File: src/rtl/div_pkg.sv
// -----------------------------------------------------------------------------
// div_pkg
// Shared definitions for the iterative integer divider:
//   - div_state_e      : FSM state encoding (IDLE / CALC / DONE)
//   - DIV_DIVZERO_QUOT : all-ones quotient pattern returned on divide by zero
//   - abs_val()        : two's-complement magnitude of a WIDTH-bit value
// No ports (package).
// -----------------------------------------------------------------------------
package div_pkg;

  typedef enum logic [1:0] {
    IDLE = 2'd0,
    CALC = 2'd1,
    DONE = 2'd2
  } div_state_e;

  localparam int unsigned DIV_MAX_W = 64;

  // Callers truncate this to their own WIDTH.
  localparam logic [DIV_MAX_W-1:0] DIV_DIVZERO_QUOT = {DIV_MAX_W{1'b1}};

  // Magnitude of the low 'width' bits of val, treating bit width-1 as the sign.
  // The most negative value maps to itself, which reads correctly as unsigned.
  function automatic logic [63:0] abs_val(input logic [63:0] val, input int width);
    logic [63:0] mask;
    logic [63:0] neg;
    logic        sign_bit;
    if (width >= 32'sd64) begin
      mask = {64{1'b1}};
    end else begin
      mask = (64'd1 << width) - 64'd1;
    end
    sign_bit = |(val & (64'd1 << (width - 32'sd1)));
    neg      = (~val + 64'd1) & mask;
    if (sign_bit) begin
      abs_val = neg;
    end else begin
      abs_val = val & mask;
    end
  endfunction

endpackage

File: src/rtl/div_step.sv
// -----------------------------------------------------------------------------
// div_step
// One restoring-division iteration, purely combinational.
// Ports:
//   rem_i      [WIDTH:0]   partial remainder before this step
//   dvd_bit_i  1           next dividend bit (MSB first)
//   divisor_i  [WIDTH-1:0] divisor magnitude
//   rem_o      [WIDTH:0]   partial remainder after this step
//   quot_bit_o 1           quotient bit produced by this step
// -----------------------------------------------------------------------------
module div_step #(
  parameter int WIDTH = 32
) (
  input  logic [WIDTH:0]   rem_i,
  input  logic             dvd_bit_i,
  input  logic [WIDTH-1:0] divisor_i,
  output logic [WIDTH:0]   rem_o,
  output logic             quot_bit_o
);

  logic [WIDTH:0] shifted_s;
  logic [WIDTH:0] trial_s;
  logic           fits_s;

  // Shift-left, trial subtract, keep or restore.
  always_comb begin
    // The true shifted value is WIDTH+2 bits; its top bit is rem_i[WIDTH].
    // When that bit is set the divisor always fits, and the wrapped
    // WIDTH+1-bit difference is still exact because the result is < divisor.
    shifted_s = {rem_i[WIDTH-1:0], dvd_bit_i};
    trial_s   = shifted_s - {1'b0, divisor_i};
    fits_s    = rem_i[WIDTH] | (shifted_s >= {1'b0, divisor_i});
    if (fits_s) begin
      rem_o      = trial_s;
      quot_bit_o = 1'b1;
    end else begin
      rem_o      = shifted_s;
      quot_bit_o = 1'b0;
    end
  end

endmodule

File: src/rtl/div_iter_unit.sv
// -----------------------------------------------------------------------------
// div_iter_unit
// Multi-cycle radix-2 restoring divider (div.w / div.wu / mod.w / mod.wu).
// Produces quotient and remainder together; valid/ready on request and result.
// Ports:
//   clk, resetn (sync, active low)
//   div_valid/div_ready             request handshake
//   div_signed, div_src1, div_src2  operation and operands (src1 / src2)
//   div_cancel                      flush any in-flight or completed operation
//   res_valid/res_ready             result handshake
//   div_quot, div_rem               registered results (valid with res_valid)
//   div_busy                        unit not idle
// -----------------------------------------------------------------------------
module div_iter_unit
  import div_pkg::*;
#(
  parameter int WIDTH = 32
) (
  input  logic             clk,
  input  logic             resetn,
  input  logic             div_valid,
  output logic             div_ready,
  input  logic             div_signed,
  input  logic [WIDTH-1:0] div_src1,
  input  logic [WIDTH-1:0] div_src2,
  input  logic             div_cancel,
  output logic             res_valid,
  input  logic             res_ready,
  output logic [WIDTH-1:0] div_quot,
  output logic [WIDTH-1:0] div_rem,
  output logic             div_busy
);

  localparam int CNT_W = $clog2(WIDTH + 1);
  localparam logic [CNT_W-1:0] CNT_LAST = CNT_W'(WIDTH - 1);
  localparam logic [CNT_W-1:0] CNT_ONE  = {{(CNT_W-1){1'b0}}, 1'b1};
  localparam logic [CNT_W-1:0] CNT_ZERO = {CNT_W{1'b0}};
  localparam logic [WIDTH-1:0] ZERO_W   = {WIDTH{1'b0}};
  localparam logic [WIDTH-1:0] ONE_W    = {{(WIDTH-1){1'b0}}, 1'b1};
  localparam logic [WIDTH:0]   ZERO_W1  = {(WIDTH+1){1'b0}};

  div_state_e       state_q, state_d;
  logic [CNT_W-1:0] cnt_q, cnt_d;
  logic [WIDTH-1:0] dvd_q, dvd_d;      // dividend shifts out MSB-first, quotient shifts in
  logic [WIDTH-1:0] dsr_q, dsr_d;
  logic [WIDTH:0]   prem_q, prem_d;
  logic             quot_neg_q, quot_neg_d;
  logic             rem_neg_q, rem_neg_d;
  logic [WIDTH-1:0] quot_q, quot_d;
  logic [WIDTH-1:0] rem_q, rem_d;

  logic             accept_s;
  logic             div_zero_s;
  logic [WIDTH-1:0] opa_s, opb_s;
  logic [WIDTH:0]   step_rem_s;
  logic             step_qbit_s;
  logic [WIDTH-1:0] q_raw_s, r_raw_s;
  logic [WIDTH-1:0] q_fix_s, r_fix_s;

  assign accept_s   = (state_q == IDLE) & div_valid & ~div_cancel;
  assign div_zero_s = (div_src2 == ZERO_W);
  assign opa_s      = div_signed ? WIDTH'(abs_val(64'(div_src1), WIDTH)) : div_src1;
  assign opb_s      = div_signed ? WIDTH'(abs_val(64'(div_src2), WIDTH)) : div_src2;

  div_step #(
    .WIDTH (WIDTH)
  ) u_step (
    .rem_i      (prem_q),
    .dvd_bit_i  (dvd_q[WIDTH-1]),
    .divisor_i  (dsr_q),
    .rem_o      (step_rem_s),
    .quot_bit_o (step_qbit_s)
  );

  // Final-step raw results and their sign fixup (folded into the CALC->DONE edge).
  always_comb begin
    q_raw_s = {dvd_q[WIDTH-2:0], step_qbit_s};
    r_raw_s = step_rem_s[WIDTH-1:0];
    if (quot_neg_q) begin
      q_fix_s = ~q_raw_s + ONE_W;
    end else begin
      q_fix_s = q_raw_s;
    end
    if (rem_neg_q) begin
      r_fix_s = ~r_raw_s + ONE_W;
    end else begin
      r_fix_s = r_raw_s;
    end
  end

  // FSM state register.
  always_ff @(posedge clk) begin
    if (!resetn) begin
      state_q <= IDLE;
    end else begin
      state_q <= state_d;
    end
  end

  // FSM next-state logic; cancel overrides every other transition.
  always_comb begin
    state_d = state_q;
    case (state_q)
      IDLE: begin
        if (div_cancel) begin
          state_d = IDLE;
        end else if (div_valid) begin
          state_d = div_zero_s ? DONE : CALC;
        end else begin
          state_d = IDLE;
        end
      end
      CALC: begin
        if (div_cancel) begin
          state_d = IDLE;
        end else if (cnt_q == CNT_ZERO) begin
          state_d = DONE;
        end else begin
          state_d = CALC;
        end
      end
      DONE: begin
        if (div_cancel || res_ready) begin
          state_d = IDLE;
        end else begin
          state_d = DONE;
        end
      end
      default: state_d = IDLE;
    endcase
  end

  // FSM outputs, decoded from the state register only.
  always_comb begin
    div_ready = 1'b0;
    res_valid = 1'b0;
    div_busy  = 1'b1;
    case (state_q)
      IDLE: begin
        div_ready = 1'b1;
        div_busy  = 1'b0;
      end
      CALC: begin
        div_busy = 1'b1;
      end
      DONE: begin
        res_valid = 1'b1;
      end
      default: begin
        div_ready = 1'b0;
        res_valid = 1'b0;
        div_busy  = 1'b1;
      end
    endcase
  end

  // Datapath next-state: load on accept, iterate in CALC, publish on the last step.
  always_comb begin
    cnt_d      = cnt_q;
    dvd_d      = dvd_q;
    dsr_d      = dsr_q;
    prem_d     = prem_q;
    quot_neg_d = quot_neg_q;
    rem_neg_d  = rem_neg_q;
    quot_d     = quot_q;
    rem_d      = rem_q;
    if (accept_s) begin
      cnt_d      = CNT_LAST;
      dvd_d      = opa_s;
      dsr_d      = opb_s;
      prem_d     = ZERO_W1;
      quot_neg_d = div_signed & (div_src1[WIDTH-1] ^ div_src2[WIDTH-1]);
      rem_neg_d  = div_signed & div_src1[WIDTH-1];
      if (div_zero_s) begin
        // Raw dividend, not its magnitude, in both modes.
        quot_d = WIDTH'(DIV_DIVZERO_QUOT);
        rem_d  = div_src1;
      end else begin
        quot_d = quot_q;
        rem_d  = rem_q;
      end
    end else if ((state_q == CALC) && !div_cancel) begin
      dvd_d  = q_raw_s;
      prem_d = step_rem_s;
      if (cnt_q == CNT_ZERO) begin
        quot_d = q_fix_s;
        rem_d  = r_fix_s;
      end else begin
        cnt_d = cnt_q - CNT_ONE;
      end
    end else begin
      cnt_d = cnt_q;
    end
  end

  // Datapath registers.
  always_ff @(posedge clk) begin
    if (!resetn) begin
      cnt_q      <= CNT_ZERO;
      dvd_q      <= ZERO_W;
      dsr_q      <= ZERO_W;
      prem_q     <= ZERO_W1;
      quot_neg_q <= 1'b0;
      rem_neg_q  <= 1'b0;
      quot_q     <= ZERO_W;
      rem_q      <= ZERO_W;
    end else begin
      cnt_q      <= cnt_d;
      dvd_q      <= dvd_d;
      dsr_q      <= dsr_d;
      prem_q     <= prem_d;
      quot_neg_q <= quot_neg_d;
      rem_neg_q  <= rem_neg_d;
      quot_q     <= quot_d;
      rem_q      <= rem_d;
    end
  end

  assign div_quot = quot_q;
  assign div_rem  = rem_q;

endmodule
File: config.mk
export PLATFORM = sky130hd
export DESIGN_NAME = div_iter_unit
export DESIGN_NICKNAME = d
export VERILOG_FILES = /design/src/rtl/div_pkg.sv /design/src/rtl/div_step.sv /design/src/rtl/div_iter_unit.sv
export SDC_FILE = /design/constraint.sdc
export NUM_CORES = 1
export LEC_CHECK = 0
export BUFFER_PORTS_ARGS = -buffer_cell sky130_fd_sc_hd__buf_2
export CAP_MARGIN = 20
export CORE_UTILIZATION = 65
export DETAILED_ROUTE_END_ITERATION = 8
export PLACE_DENSITY_LB_ADDON = 0.2
export SLEW_MARGIN = 20
export SYNTH_ARGS = -nofsm -noshare
export SYNTH_HDL_FRONTEND = slang
export SYNTH_SLANG_ARGS = --single-unit
File: constraint.sdc
create_clock -name clk -period 16.8 [get_ports clk]
set_input_delay 0 -clock clk [delete_from_list [all_inputs] [get_ports clk]]
set_output_delay 0 -clock clk [all_outputs]
set_load 0.02 [all_outputs]
==> impl_metrics.toml <==
[finish]
layout-drive-gt1-share_pct = 12.0
nets = 1808
final_common_cell = "nand2_1"
mostFrequentLayoutCells = "184 x nand2_1, 171 x dfxtp_1, 135 x buf_2"
fillers = 1337
multi_input_area_mm2 = 0.00802
syn_to_final_growth_pct = 15.0
antenna_cells = 0
regArea_mm2 = 0.00342
postLayoutCellArea_mm2 = 0.0138
final_core_util_pct = 76.6

[floorplanning]
dieWidth_um = 138
io_pins = 137
rows = 49
start_util_pct = 66.6
die_area_mm2 = 0.0190
fp.coreArea_mm2 = 0.0180
die_h_um = 138

[sta]
clock_skew_ns = 0.0135
hold_violations = 0
worst_pin_slew_ns = 1.09
fin_tns_setup_ns = 0
slew_viol_final = 0
fmax_ghz = 0.174
finalSetupViolations = 0
slew_headroom_pct = 27.4
fin_crit_sh_pct = 34.2
rsz0062_at_grt = "no"
min_period_ns = 5.75
worst_slack_ns = 11.05

[critical_path]
cp_slowest_cell = "a2111oi_0"
worstPathRequired_ns = 17.10
critPathMaxFanout = 43
r2r_slack_ns = 11.05
cp-start-kind = "flip-flop"
cpPeakStageDelay_ns = 0.60
arrival_ns = 6.06
crit_chain = "inv_1 > ha_1 > a21o_1 > a2111oi_0 > nand2_1 > o21ai_2 > nand2_2 > buf_4 > o21ai_0 > ha_1 > nand2_1 > nor4_4 > nand4_1 > o41a_1 > or3_4 > or4_1 > mux2i_1 > a21oi_1"
cp-end-kind = "flip-flop"
crit_type = "flip-flop to flip-flop"

[synthesis]
synth_fp_nets = 1689
yosysSeqAreaShare_pct = 28.5
ys.warnings.count = 0
synth_area_per_cell_um2 = 7.60
synth_top_family_by_area = "compound AO/OA/AOI/OAI gates"
syn_area_mm2 = 0.0120
synth_ff_type = "dfxtp_1"
synth_top_area_share_pct = 28.5
syn_inst = 1581
synth_compound_area_share_pct = 28.2
synthSimpleGateAreaFrac_pct = 22.0
synth_cell_type_count = 69
synth-seq-cells = 171
async_flop_share_pct = 0
synth_top_cell_by_area = "dfxtp_1"
synth-edff-count = 0
synth_area_leaders = "dfxtp_1 29%, nand2_1 5.8%, o211a_1 5.3%"
muxShareOfSynthArea_pct = 2.28
synth-xor-area-share_pct = 10.1
synthAdderAreaFrac_pct = 4.02

[clock_network]
cts_tree = "built"
numCtsBuffers = 17
numClockSinks = 171
clockBufferDepth = 2
postCtsSetupRepairBufs = 0
cts_resized = 0
clk_pin_slew_worst_paths_ns = 0.08
worst_skew_pair.late_latency_ns = 0.45
clockRootBuffer = "clkbuf_16"
htreeDepth = 4

[route]
drc = 0
first_iter_violations = 990
first_pass_iters = 6
via_per_inst = 6.39
wire_per_inst_um = 18.2
num_vias = 12395
routed_wl_mm = 35.2
ant_nets = 0

[global_routing]
grt_first_pass_wirelength_mm = 55.6
grt_use_total_pct = 37.0
grt_max_degree = 91
first_global_vias = 11177
grt-ovfl-total = 0
antenna_found_initial = 0

[run]
drv_cap = 0

[placed_design]
dpl_worst_slack_ns = 11.16
dp_hpwl_mm = 24.6
portBuffers = 136
place_area_mm2 = 0.0127
place.gp.congestion = 0.969

[outcome]
status = "finished clean"

[pwr]
power.total_uw = 1260
power.density_mw_per_mm2 = 91.5
p_leak_uw = 0.00612
ir_drop_uv = 81.3

[hold_path]
worstHoldPathType = "primary input to flip-flop"
## cell families after synthesis
group / count (synthesis)
and+or+nand+nor: 557
AOI/OAI and AO/OA: 492
DFF: 171
buffers and inverters: 158
xor gates and xnor gates: 138
adders and majority gates: 38
muxes: 27
## sequential cells by signal, indices dropped and copies added, names as in the netlist
name / cells
quot_neg_q: 1
dsr_q: 32
state_q: 2
dvd_q: 32
prem_q: 33
cnt_q: 6
div_rem: 32
div_quot: 32
rem_neg_q: 1
## power breakdown
group / total (uW) / internal, uW / switching (uW)
clock: 393 / 199 / 194
combinational: 428 / 162 / 267
sequential: 444 / 424 / 19.1
## worst max-delay path, delay by kind of cell, from the launching register on
kind | cells | cell delay [ns]
compound gates | 6 | 2.19
simple gates | 7 | 1.80
fa+ha+maj | 2 | 0.72
buf+inv | 2 | 0.37
flops | 1 | 0.34
mux | 1 | 0.16
## final timing paths
check                                               start                         to  cells after the start
worst max-delay path               dsr_q[30]$_SDFFE_PN0P_   div_rem[28]$_SDFFE_PN0P_                     18
worst min-delay path                         div_src1[13]     dvd_q[13]$_SDFFE_PN0P_                      3
worst max register to register     dsr_q[30]$_SDFFE_PN0P_   div_rem[28]$_SDFFE_PN0P_                     18
worst min register to register  div_quot[12]$_SDFFE_PN0P_  div_quot[12]$_SDFFE_PN0P_                      2
## Yosys cell counts (all sizes together) (12+ instances only)
| master | n |
|---|---|
| nand2 | 185 |
| dfxtp | 171 |
| nor2 | 127 |
| a21oi | 123 |
| o21ai | 108 |
| clkbuf | 82 |
| xnor2 | 71 |
| xor2 | 67 |
| o211a | 63 |
| nand3 | 62 |
| inv | 57 |
| nor3 | 48 |
| a211oi | 39 |
| ha | 37 |
| or3 | 35 |
| o211ai | 29 |
| mux2i | 24 |
| buf | 19 |
| o31ai | 19 |
| o21a | 16 |
| nand4 | 15 |
| nor4 | 15 |
| a31oi | 13 |
| nor2b | 13 |
| o41ai | 12 |
## stage by stage
stage               hold WS (ns)  cells
floorplan                  0.145   1581
global route              0.0118   1941
detailed placement         0.273   1860
CTS                     0.000577   1941
global placement           0.271   1860
finish                   0.00968   1941
## area by class of cell
cell class / instances / area share (%)
clock buffers: 17 / 3.08
clock inverters: 14 / 1.11
inverters: 57 / 1.55
multi-input cells: 1252 / 58.0
flip-flops and latches: 171 / 24.8
well taps: 229 / 2.07
repair buffers: 201 / 9.38
## metal layers
metal | vias to the layer above | routed length (um) | track usage [%]
met3 | 86 | 2480 | 5.96
li1 | 5980 | - | -
met5 | - | 0 | 0
met2 | 573 | 16400 | 60.4
met1 | 5756 | 15200 | 48.0
met4 | 0 | 1180 | 16.2
## timing repair
item	4_1_cts	5_1_grt
endpoints found under the hold margin	57	0
hold buffers	50	0
setup endpoints to repair	0	0
Note: power is estimated with default switching activity, not from simulation.
